### src/rtl/mmm_serial_core.sv
// rtl/mmm_serial_core.sv - bit-serial radix-2 Montgomery modular multiplier
//
// Computes p_out = a_in * b_in * 2^-(WIDTH+2) mod m_in, one iteration per
// enabled clock. No final subtraction, so the result is < 2*m_in.
//
// Ports:
//   clk      rising-edge clock
//   rstb     synchronous active-low reset, overrides everything incl. ena
//   ena      clock enable; all state holds when low
//   rst_mmm  synchronous active-low clear of multiplier state (not p_out)
//   ld_a     load operands and restart the multiplication
//   ld_r     capture accumulator into p_out
//   a_in     multiplier operand A   (WIDTH+2 bits, < 2M)
//   b_in     multiplicand operand B (WIDTH+2 bits, < 2M)
//   m_in     odd modulus M          (WIDTH bits)
//   p_out    registered result      (WIDTH+2 bits)
//   busy     iterations in progress
//   done     WIDTH+2 iterations complete, accumulator valid
module mmm_serial_core #(
  parameter int WIDTH = 8
) (
  input  logic             clk,
  input  logic             rstb,
  input  logic             ena,
  input  logic             rst_mmm,
  input  logic             ld_a,
  input  logic             ld_r,
  input  logic [WIDTH+1:0] a_in,
  input  logic [WIDTH+1:0] b_in,
  input  logic [WIDTH-1:0] m_in,
  output logic [WIDTH+1:0] p_out,
  output logic             busy,
  output logic             done
);

  localparam int W2 = WIDTH + 2;
  localparam int W3 = WIDTH + 3;
  localparam int CW = $clog2(WIDTH + 3);
  localparam logic [CW-1:0] LAST_ITER = CW'(W2 - 1);

  typedef enum logic [1:0] {S_IDLE, S_RUN, S_DONE} state_t;

  state_t        state_q, state_d;
  logic [W3-1:0] acc_q, acc_d;
  logic [W2-1:0] a_sr_q, a_sr_d;
  logic [W2-1:0] b_reg_q, b_reg_d;
  logic [WIDTH-1:0] m_reg_q, m_reg_d;
  logic [CW-1:0] counter_q, counter_d;
  logic [W2-1:0] p_out_q, p_out_d;

  logic          ai;
  logic          q;
  logic [W3-1:0] sum;

  // State register and datapath registers
  always_ff @(posedge clk) begin
    if (!rstb) begin
      state_q   <= S_IDLE;
      acc_q     <= '0;
      a_sr_q    <= '0;
      b_reg_q   <= '0;
      m_reg_q   <= '0;
      counter_q <= '0;
      p_out_q   <= '0;
    end else if (ena) begin
      state_q   <= state_d;
      acc_q     <= acc_d;
      a_sr_q    <= a_sr_d;
      b_reg_q   <= b_reg_d;
      m_reg_q   <= m_reg_d;
      counter_q <= counter_d;
      p_out_q   <= p_out_d;
    end
  end

  // Next-state logic
  always_comb begin
    state_d = state_q;
    if (!rst_mmm) begin
      state_d = S_IDLE;
    end else if (ld_a) begin
      state_d = S_RUN;
    end else if (state_q == S_RUN && counter_q == LAST_ITER) begin
      state_d = S_DONE;
    end
  end

  // One Montgomery step: q is chosen so the sum is even, so the shift
  // divides exactly by two.
  assign ai  = a_sr_q[0];
  assign q   = acc_q[0] ^ (ai & b_reg_q[0]);
  assign sum = acc_q + (ai ? W3'(b_reg_q) : '0) + (q ? W3'(m_reg_q) : '0);

  always_comb begin
    acc_d     = acc_q;
    a_sr_d    = a_sr_q;
    b_reg_d   = b_reg_q;
    m_reg_d   = m_reg_q;
    counter_d = counter_q;
    if (!rst_mmm) begin
      acc_d     = '0;
      a_sr_d    = '0;
      b_reg_d   = '0;
      m_reg_d   = '0;
      counter_d = '0;
    end else if (ld_a) begin
      acc_d     = '0;
      a_sr_d    = a_in;
      b_reg_d   = b_in;
      m_reg_d   = m_in;
      counter_d = '0;
    end else if (state_q == S_RUN) begin
      acc_d     = sum >> 1;
      a_sr_d    = a_sr_q >> 1;
      counter_d = counter_q + CW'(1);
    end
  end

  // Capture always sees the pre-edge accumulator, regardless of rst_mmm/ld_a
  always_comb begin
    p_out_d = p_out_q;
    if (ld_r) begin
      p_out_d = acc_q[W2-1:0];
    end
  end

  // Outputs decoded from registered state
  always_comb begin
    busy = (state_q == S_RUN);
    done = (state_q == S_DONE);
  end

  assign p_out = p_out_q;

endmodule

### config.mk
export PLATFORM = sky130hd
export DESIGN_NAME = mmm_serial_core
export DESIGN_NICKNAME = d
export VERILOG_FILES = /design/src/rtl/mmm_serial_core.sv
export SDC_FILE = /design/constraint.sdc
export NUM_CORES = 1
export LEC_CHECK = 0
export BUFFER_PORTS_ARGS = -buffer_cell sky130_fd_sc_hd__buf_2
export CAP_MARGIN = 20
export CORE_AREA = 2 2 87 89
export DETAILED_ROUTE_END_ITERATION = 10
export DIE_AREA = 0 0 89 91
export SYNTH_ARGS = -nofsm -noshare
export SYNTH_HDL_FRONTEND = slang
export SYNTH_SLANG_ARGS = --single-unit
### constraint.sdc
create_clock -name clk -period 7.05 [get_ports clk]
set_input_delay 0 -clock clk [delete_from_list [all_inputs] [get_ports clk]]
set_output_delay 0 -clock clk [all_outputs]
set_load 0.02 [all_outputs]
Word level (Yosys, flattened, before mapping)
Cells that the tools add are included.
{"block": "word_totals", "regBits": 55, "latchBits": 0, "mem_bits_rw": 0, "rom_bits": 0, "inputBits": 34, "out_inout_bits": 12, "wordCells": 41, "mem_count": 0}
{"block": "op_classes", "n_addsub": 3, "mul": 0, "div": 0, "order_cmp": 0, "n_eq_ne": 6, "shift": 0, "n_mux": 18, "n_bitwise": 2, "reduce_logical": 5}
{"cell": "10-bit two-way mux", "count": 6}
{"cell": "11-bit two-way mux", "count": 3}
{"cell": "8-bit two-way mux", "count": 3}
{"cell": "4-bit two-way mux", "count": 3}
{"cell": "11-bit by 10-bit adder with 11-bit output", "count": 1}
{"cell": "11-bit by 8-bit adder with 11-bit output", "count": 1}
{"cell": "2-bit AND reduction", "count": 4}
{"cell": "2-bit two-way mux", "count": 3}
{"cell": "3-bit by 1-bit inequality test with 1-bit output, second input constant", "count": 2}
{"cell": "4-bit by 1-bit adder with 4-bit output, second input constant", "count": 1}
{"cell": "4-bit == test, second input constant", "count": 1}
{"cell": "2-bit by 1-bit == test with 1-bit output, second input constant", "count": 1}
{"cell": "2-bit == test, second input constant", "count": 1}
{"cell": "2-bit by 1-bit inequality test with 1-bit output, second input constant", "count": 1}
{"cell": "1-bit AND", "count": 1}
{"cell": "1-bit logical AND", "count": 1}
{"cell": "1-bit bitwise XOR", "count": 1}

Logic depth before layout (Yosys ltp)
{"block": "depth", "depth_word": 7, "ltp_mapped": 14, "depth_no_buf": 13}

Worst setup path before layout
No wires, ideal clock.
{"block": "synth_path", "path_kind": "reg-to-reg", "from": "register a_sr_q[0]", "to": "register acc_q[8]", "setup_ns": 0.063, "arrival_time_ns": 2.858, "required_ns": 6.987, "slack_ns": 4.129, "stages_incl_launch_ff": 15, "synth_period_minus_slack_ns": 2.921, "path_cell_list": "dfxtp_1 > clkbuf_1 > and2_1 > ha_1 > nand2_1 > fa_1 > inv_1 > ha_1 > inv_1 > fa_1 > nor2b_4 > o31a_1 > nor4_1 > nor4b_1 > nand3b_1"}
{"block": "synth_between", "elab_chain_len": 7}
{"item": "start: declaration", "line": "45", "source": "logic [W2-1:0] a_sr_q, a_sr_d;"}
{"item": "start signal: assignment", "line": "68", "source": "a_sr_q <= a_sr_d;"}
{"item": "branches (longest 3 deep; another with 11-bit by 10-bit adder with 11-bit output)"}
{"item": "11-bit by 8-bit adder with 11-bit output (*)", "line": "92", "source": "assign sum = acc_q + (ai ? W3'(b_reg_q) : '0) + (q ? W3'(m_reg_q) : '0);"}
{"item": "11-bit two-way mux (*)", "line": "112", "source": "end else if (state_q == S_RUN) begin"}
{"item": "11-bit two-way mux (*)", "line": "106", "source": "end else if (ld_a) begin"}
{"item": "11-bit two-way mux (*)", "line": "100", "source": "if (!rst_mmm) begin"}
{"item": "end signal: assignment", "line": "59", "source": "acc_q <= '0;"}
{"item": "end signal: assignment", "line": "67", "source": "acc_q <= acc_d;"}
{"item": "end: declaration", "line": "44", "source": "logic [W3-1:0] acc_q, acc_d;"}
Mark *: on every way between the ends. The select of a mux whose other input is x is not followed.
A chain may end at the register's enable or synchronous reset.

Final worst setup path
Same ends and word-level chain as after synthesis.

==> flow_summary_export.csv <==
group,metric,value,unit
detailed_routing,drtIter0Drc,116,
timing,fin_crit,3.164,ns
setup_path,crit_path_cell_trace,"and2_1, ha_1, nand2_1, fa_1, inv_1, ha_1, inv_1, fa_1, nor2b_4, o31a_1, nor4_1, nor4b_1, nand3b_1",
setup_path,cp-end-kind,"register",
layout,final_nets,397,
yosys,ys.flop_type,"dfxtp_1",
timing,rsz0062_at_grt,"false",
detailed_routing,routed_via_density,5.068,
timing,relSlewSlack,0.4021,
clocking,path_clk_slew,0.10,ns
placement,dpl_cell_area,0.003012,mm²
yosys,synthDistinctLibCells,57,
yosys,synth_seq_cells,54,
detailed_routing,routedWlPerCell,13.63,µm
yosys,synthAdderAreaFrac,0.1212,
setup_path,cpPeakStageDelay,0.44,ns
pwr,power_density,168.7,mW/mm²
setup_path,start_kind,"register",
timing,period_share,0.4488,
clocking,htreeDepth,2,
floorplan,die-width,89,µm
worst_hold_path,worst_hold_path_type,"in2reg",
yosys,synth_area_leaders,"dfxtp_1 (39%), ha_1 (6.3%), fa_1 (5.8%)",
setup_path,critPathKind,"reg2reg",
floorplan,start_util,0.3878,
yosys,synthCells,277,
floorplan,die_h,91,µm
detailed_routing,routed_wl,5.997,mm
yosys,yosysWarnings,0,
timing,drv_slew,0,
detailed_routing,vias,2230,
timing,setup_tns,0,ns
setup_path,slowest_stage,"fa_1",
pwr,p_total,0.5717,mW
clocking,cts_resized,0,
grt,grt_start_max_net_pins,38,
clocking,cts_sinks,54,
grt,antenna_found_initial,0,
floorplan,io_pins,46,
floorplan,dieArea,0.008099,mm²
detailed_routing,ant_nets,0,
timing,setup_viol,0,
clocking,insertion_delay,0.30,ns
yosys,synth_compound_area_frac,0.2211,
layout,post-route-util,0.4749,
placement,hpwl,4.303,mm
pwr,p_leak,1.470,nW
layout,layout_commonest_cell,"dfxtp_1",
yosys,synth-async-reset-ratio,0,
setup_path,required,7.29,ns
clocking,clock-root-buffer,"clkbuf_8",
grt,grt_pass1_vias,2190,
outcome,status,"finished, final reports clean",
grt,grt_pass1_wl,10.16,mm
yosys,muxShareOfSynthArea,0.01175,
grt,track_usage,0.1560,
yosys,synth-edff-count,0,
layout,fin_cells,440,
placement,place_congestion,0.7570,
placement,dp_cells,406,
yosys,yosysTopAreaCell,"dfxtp_1",
clocking,numCtsBuffers,5,
clocking,cts_tree,"yes",
layout,n_antenna_cell,0,
job,drv_cap,0,
setup_path,arrival,3.41,ns
layout,layout_common_cells,"dfxtp_1 (54), buf_2 (45), nand2_1 (31)",
setup_path,path_buf_inv,2,
yosys,netlist.area_leader.share,0.3906,
layout,fill_cells,735,
yosys,synth_area,0.002768,mm²
layout,design_area,0.003390,mm²
clocking,cts_buffer_depth,2,
yosys,synth_xor_xnor_area_share,0.01582,
yosys,synthSimpleGateAreaFrac,0.1908,
layout,layout-area-overhead-vs-synth,22.47,%
timing,worst_slew_pin_slew,0.8968,ns
placement,io_buffers,45,
pwr,peakVddDrop,0.07410,mV
yosys,syn_area_per_cell,9.992,µm²
yosys,yosysSeqAreaShare,0.3906,
yosys,synth.net_count,333,
layout,drive_gt1_frac,0.1965,
floorplan,num_rows,31,
timing,clock.fmax,0.3161,GHz
detailed_routing,drc,0,
timing,hold_violations,0,
yosys,synth_top_family_by_area,"compound AO/OA/AOI/OAI gates",
setup_path,critPathTopFamily,"adder cells",
timing,worst_clock_skew,0.01317,ns
floorplan,coreArea,0.007137,mm²
detailed_routing,drt_first_pass_iters,6,
grt,grt-ovfl-total,0,
setup_path,critical_path_peak_fanout,11,
## worst reg2reg max path: cells and delay by family, from the launching register on
| family | cells | cell delay, ns |
|---|---|---|
| and+or+nand+nor | 6 | 0.94 |
| buffers and inverters | 2 | 0.15 |
| adders and majority gates | 4 | 1.45 |
| DFF | 1 | 0.40 |
| AOI/OAI and AO/OA | 1 | 0.18 |
## layer usage
layer | vias up | global-route usage | routed length, µm
met3 | 6 | 0.03182 | 179
li1 | 1121 | - | -
met2 | 31 | 0.2699 | 3060
met5 | - | 0 | 0
met1 | 1072 | 0.1997 | 2701
met4 | 0 | 0.02985 | 55
## cell families (layout without fill, tap and decap cells)
family                     Yosys count  after routing
DFF                                 54             54
muxes                                3              3
adders and majority gates           22             22
xor gates and xnor gates             5              5
AOI/OAI and AO/OA                   77             77
buffers and inverters               23             87
and+or+nand+nor                     93             93
## synth_stat cells, types with 6 or more instances
library cell  instances
fa_1                  8
a21oi_1               6
nand3_1               7
a22o_1               18
inv_1                 8
a222oi_1              7
nor2b_1              13
dfxtp_1              54
and2_1               17
a21boi_0             13
ha_1                 14
buf_2                 6
nand2_1              31
## what timing repair did
item	4_1_cts	5_1_grt
hold buffers	27	0
endpoints found under the hold margin	27	0
setup buffers	0	0
## cell type report
type                       count  area (µm²)  share of cell area
clock buffer                   5       68.82             0.02030
clock inverter                 2       38.79             0.01144
inverter                       8       30.03            0.008859
multi-input combinational    200        1551              0.4577
sequential                    54        1081              0.3189
tap                           99       123.9             0.03654
timing repair buffer          72       495.5              0.1462
## report_power, final
group          internal, mW  switching, mW  total, mW
registers             0.311        0.00363      0.314
logic                0.0280         0.0267     0.0547
clock network         0.105         0.0981      0.203
total                 0.443          0.128      0.572
## flip-flops by register name, indices dropped and copies added, names as in the netlist
signal	flops
a_sr_q	10
acc_q	10
b_reg_q	10
p_out	10
m_reg_q	8
counter_q	4
state_q	2
## path summary, 6_finish.rpt
path,slack [ns],depth (start not counted),start,end
hold reg to reg,0.47,2,p_out[2],p_out[2]
setup / recovery,3.89,13,a_sr_q[0],acc_q[8]
setup reg to reg,3.89,13,a_sr_q[0],acc_q[8]
hold / removal,0.03,3,rst_mmm,a_sr_q[9]
## stage by stage
| stage | setup WS [ns] | hold slack [ns] |
|---|---|---|
| after floorplan | 4.129 | 0.1255 |
| after global placement | 4.040 | 0.2094 |
| after detailed placement | 3.902 | 0.2123 |
| after CTS | 3.852 | 0.02404 |
| after global routing | 3.642 | 0.04300 |
| final | 3.886 | 0.03205 |
Note: power is estimated with default switching activity, not from simulation.
